### src/rtl/alu_arbiter.sv
`default_nettype none
// alu_arbiter: round-robin sharing of one external combinational ALU between two
// valid/ready requesters; operands are held ALU_LAT cycles, then results are captured.
module alu_arbiter #(
    parameter int WIDTH   = 4,
    parameter int ALU_LAT = 1
) (
    input  logic             clk,
    input  logic             rst,
    input  logic             req0_valid,
    output logic             req0_ready,
    input  logic [2:0]       req0_op,
    input  logic [WIDTH-1:0] req0_a,
    input  logic [WIDTH-1:0] req0_b,
    input  logic             req1_valid,
    output logic             req1_ready,
    input  logic [2:0]       req1_op,
    input  logic [WIDTH-1:0] req1_a,
    input  logic [WIDTH-1:0] req1_b,
    output logic             rsp0_valid,
    input  logic             rsp0_ready,
    output logic             rsp1_valid,
    input  logic             rsp1_ready,
    output logic [WIDTH-1:0] rsp_f,
    output logic             rsp_cout,
    output logic             rsp_v,
    output logic             busy,
    output logic [2:0]       alu_cntrl,
    output logic [WIDTH-1:0] alu_a,
    output logic [WIDTH-1:0] alu_b,
    input  logic [WIDTH-1:0] alu_f,
    input  logic             alu_cout,
    input  logic             alu_v
);

    localparam int            CW       = (ALU_LAT > 1) ? $clog2(ALU_LAT) : 1;
    localparam logic [CW-1:0] CNT_LOAD = CW'(ALU_LAT - 1);

    localparam logic [1:0] S_IDLE  = 2'd0;
    localparam logic [1:0] S_ISSUE = 2'd1;
    localparam logic [1:0] S_DONE  = 2'd2;

    logic [1:0]       state_q, state_d;
    logic             last_q, last_d;
    logic [CW-1:0]    cnt_q, cnt_d;
    logic [2:0]       cntrl_q, cntrl_d;
    logic [WIDTH-1:0] a_q, a_d;
    logic [WIDTH-1:0] b_q, b_d;
    logic [WIDTH-1:0] f_q, f_d;
    logic             cout_q, cout_d;
    logic             v_q, v_d;

    logic w_any;
    logic w_gnt;
    logic w_accept;

    // Contention goes to the requester not served last; a lone requester always wins.
    assign w_any      = req0_valid | req1_valid;
    assign w_gnt      = (req0_valid & req1_valid) ? ~last_q : req1_valid;
    assign w_accept   = (state_q == S_IDLE) & w_any & ~rst;
    assign req0_ready = w_accept & ~w_gnt;
    assign req1_ready = w_accept & w_gnt;

    always_comb begin
        state_d = state_q;
        last_d  = last_q;
        cnt_d   = cnt_q;
        cntrl_d = cntrl_q;
        a_d     = a_q;
        b_d     = b_q;
        f_d     = f_q;
        cout_d  = cout_q;
        v_d     = v_q;
        case (state_q)
            S_IDLE: begin
                if (w_any) begin
                    state_d = S_ISSUE;
                    last_d  = w_gnt;
                    cnt_d   = CNT_LOAD;
                    cntrl_d = w_gnt ? req1_op : req0_op;
                    a_d     = w_gnt ? req1_a  : req0_a;
                    b_d     = w_gnt ? req1_b  : req0_b;
                end
            end
            S_ISSUE: begin
                if (cnt_q == '0) begin
                    state_d = S_DONE;
                    f_d     = alu_f;
                    cout_d  = alu_cout;
                    v_d     = alu_v;
                end else begin
                    cnt_d = cnt_q - CW'(1);
                end
            end
            S_DONE: begin
                // Only the owner of the pending result can retire it.
                if (last_q ? rsp1_ready : rsp0_ready) begin
                    state_d = S_IDLE;
                end
            end
            default: state_d = S_IDLE;
        endcase
    end

    always_ff @(posedge clk) begin
        if (rst) begin
            state_q <= S_IDLE;
            last_q  <= 1'b1;
            cnt_q   <= '0;
            cntrl_q <= '0;
            a_q     <= '0;
            b_q     <= '0;
            f_q     <= '0;
            cout_q  <= 1'b0;
            v_q     <= 1'b0;
        end else begin
            state_q <= state_d;
            last_q  <= last_d;
            cnt_q   <= cnt_d;
            cntrl_q <= cntrl_d;
            a_q     <= a_d;
            b_q     <= b_d;
            f_q     <= f_d;
            cout_q  <= cout_d;
            v_q     <= v_d;
        end
    end

    assign rsp0_valid = (state_q == S_DONE) & ~last_q;
    assign rsp1_valid = (state_q == S_DONE) &  last_q;
    assign busy       = (state_q != S_IDLE);
    assign rsp_f      = f_q;
    assign rsp_cout   = cout_q;
    assign rsp_v      = v_q;
    assign alu_cntrl  = cntrl_q;
    assign alu_a      = a_q;
    assign alu_b      = b_q;

endmodule
`default_nettype wire

### config.mk
export PLATFORM = sky130hd
export DESIGN_NAME = alu_arbiter
export DESIGN_NICKNAME = d
export VERILOG_FILES = /design/src/rtl/alu_arbiter.sv
export SDC_FILE = /design/constraint.sdc
export NUM_CORES = 1
export LEC_CHECK = 0
export CORE_MARGIN = 3
export CORE_UTILIZATION = 59
export DETAILED_ROUTE_END_ITERATION = 6
export DONT_BUFFER_PORTS = 1
export GPL_ROUTABILITY_DRIVEN = 0
export PLACE_DENSITY_LB_ADDON = 0.12
export SLEW_MARGIN = 20
export SYNTH_ARGS = -nofsm -noshare
export SYNTH_HDL_FRONTEND = slang
export SYNTH_SLANG_ARGS = --single-unit
### constraint.sdc
create_clock -name clk -period 1.65 [get_ports clk]
set_clock_uncertainty 0.15 [all_clocks]
set_input_delay 0.33 -clock clk [delete_from_list [all_inputs] [get_ports clk]]
set_output_delay 0.33 -clock clk [all_outputs]
set_load 0.02 [all_outputs]
==> summary.txt <==
Outcome
  • Status: complete, but fails checks
  • Failing checks: negative setup slack

Power
  • P_leak: 0.0004856 uW
  • PwrDens: roughly 1200 mW/mm^2
  • Maximum VDD drop: about 0.0011 V

Global routing
  • Global route total overflow: 0
  • Initial antenna violation count: 0
  • First-pass GRT wire length: approximately 3700 um
  • Global-route usage over all layers: 0.2457
  • Pin count of the biggest net entering global routing: 21
  • Vias in the first global route: between 800 and 900

Worst setup path
  • Crit path kind: reg2out
  • Crit Path Max Fanout: 3
  • Worst path required time: ~1.2 ns
  • Critical path destination: req1_ready
  • Worst setup SP type: register
  • Reg2Reg Depth: 7
  • R2R Setup Slk: 0.09 ns
  • Endpoint class of the critical path: primary output
  • R2R Path End: alu_cntrl[0]
  • Worst R2R Start: state_q[1]
  • Crit. Startpoint: state_q[1]
  • Worst EP arrival: about 1.2 ns

Synthesis
  • Syn_nets: around 140
  • Post-synthesis register bit count: 20
  • Syn avg cell area: roughly 8.8 um^2
  • Synth warn: 0
  • Mapped Area: about 920 um^2
  • Synth cell types: 25
  • Post-synth top area cell: dfxtp_1
  • Synth top area cells: dfxtp_1, nand2_1, a311oi_1
  • Seq/Total Area, Yosys: 0.4354
  • Synth top area share: 0.4354
  • Gate Count Post-Synth: 104

Drt
  • ANT nets after route: 0
  • TritonRoute pass-1 iters: 4
  • Via count: between 800 and 900
  • WL final: around 2300 um
  • Initial detailed-routing violation count: 15
  • WL/cell: 17.75 um
  • Vias/cell: roughly 6.5
  • Residual DRC count: 0

Job
  • MaxCap Viol Count: 0

Timing
  • Final worst hold slack: about 0.011 ns
  • Max Transition Viols Final: 0
  • Final hold vios: 0
  • RSZ-0062 raised after global routing: yes
  • Worst rel slew slack: 0.4753
  • Final worst slack: -0.06929 ns
  • Fmax achieved: between 500 and 600 MHz
  • Final Cycle Share: 1.042
  • Min cycle time layout: around 1.7 ns
  • Worst slew pin tran: between 0.7 and 0.8 ns
  • Final setup violation count: 2

Layout
  • Antenna diode count: 0
  • Design area: between 0.001 and 0.0015 mm^2
  • Reg area: approximately 410 um^2
  • Multi-input gate area: around 490 um^2
  • Fin nets: roughly 150
  • Ratio of cells with drive above 1 in the final layout: 0.2991
  • Area growth, synth to finish: 21.22%
  • Filler instances: 107

Clock tree
  • Root Buffer: clkbuf_4
  • Worst skew pair latency: around 0.30 ns
  • CTS max path bufs: 2
  • Clock transition at path regs: 0.11 ns
  • CTS buffer count: 3
  • CTS tree: built
  • H-tree levels: 1
  • Num Clock Sinks: 20

Floorplanning
  • Die area: ~0.0021 mm^2
  • I/O pin total: 56
  • # rows: 13
  • Width of the die: between 40 and 50 um
  • Height of the die: roughly 45 um
  • Placeable core area: ~0.0014 mm^2
  • Initial Util: 0.6652

Place
  • Number of I/O port buffers: 0
  • DP Area: roughly 950 um^2
  • Post-DP HPWL: about 1500 um

Min path
  • Hold Crit Class: in2reg
  • Hold Crit Depth: 2
==> cell usage in the layout (no fill, tap or decap), types with 2 or more instances in the layout <==
master	n
nand2_1	22
dfxtp_4	2
buf_4	14
mux2i_1	7
buf_6	2
dfxtp_1	17
a311oi_2	2
nor2_1	9
clkbuf_4	3
a311oi_1	9
a21oi_1	12
==> worst min-delay path by stage <==
stage | start | end | slack, ns
after floorplan | rst | alu_a[3] | 0.25
after detailed placement | rst | alu_b[0] | 0.26
after CTS | alu_v | rsp_v | 0.01
after global placement | rst | alu_b[0] | 0.25
after global routing | alu_f[0] | rsp_f[0] | 0.008
final | alu_v | rsp_v | 0.01
==> worst max-delay path, cell delays in order, from the launching register on <==
cell and delay, ns:
dfxtp_4 0.37, nor2_4 0.15, nand2_4 0.08, nor3_2 0.15
buf_4 0.17
==> power by group <==
group	leakage [uW]	internal, uW	switching (uW)
Sequential	0.000166	536	96.2
Combinational	0.000291	135	151
Clock	0.0000279	246	150
==> cell type report <==
cell class                      instances  area share
Clock inverter                          1     0.02694
Tap cell                               15     0.01684
Sequential cell                        20      0.3670
Clock buffer                            3     0.02020
Multi-Input combinational cell         74      0.4366
Inverter                                2    0.008979
Timing Repair Buffer                   17      0.1235
==> cell families after synthesis <==
family | after synthesis | synth area share
and+or+nand+nor | 40 | 0.1891
AOI/OAI and AO/OA | 27 | 0.2272
DFF | 20 | 0.4354
buffers and inverters | 10 | 0.07209
muxes | 7 | 0.07619
==> cell usage after synthesis, drive strengths merged <==
library cell,number
dfxtp,20
clkbuf,2
o21ai,1
nand2,23
nand3b,1
nor3b,1
and3b,1
inv,2
nor3,2
a21bo,1
nor2,10
nand2b,1
a21oi,12
buf,6
o211ai,1
a21boi,1
a311oi,11
mux2i,7
or2,1
==> flip-flops by register name, indices dropped and copies added (netlist names) <==
name,count
rsp_f,4
rsp_v,1
rsp_cout,1
state_q,2
alu_a,4
alu_cntrl,3
last_q,1
alu_b,4
==> timing repair <==
item,in CTS,in global routing
endpoints found under the hold margin,20,0
buffers inserted,4,3
gates resized for setup,9,6
hold buffers,1,0
pin swaps,4,3
setup endpoints to repair,2,2
==> stage by stage <==
stage | setup TNS [ns] | setup slack, ns | utilization | power (uW) | instances
after CTS | -0.1079 | -0.05453 | 0.7729 | 1286 | 129
after global routing | -0.2599 | -0.1186 | 0.8063 | 1373 | 132
after global placement | 0 | 0.2197 | 0.6851 | 851.4 | 120
final | -0.1200 | -0.06929 | 0.8063 | 1314 | 132
after floorplan | -0.1596 | -0.07980 | - | 817.1 | 104
after detailed placement | 0 | 0.1930 | 0.6851 | 861.4 | 120
==> layer usage <==
layer  global-route usage  routed length (um)  vias to the layer above
met1               0.2798                 879                      422
met4              0.09357                  19                        0
met5                    0                   0                        -
li1                     -                   -                      394
met3              0.08300                 210                        5
met2               0.4178                1233                       38
No activity file was read; power rests on OpenSTA's default activity.
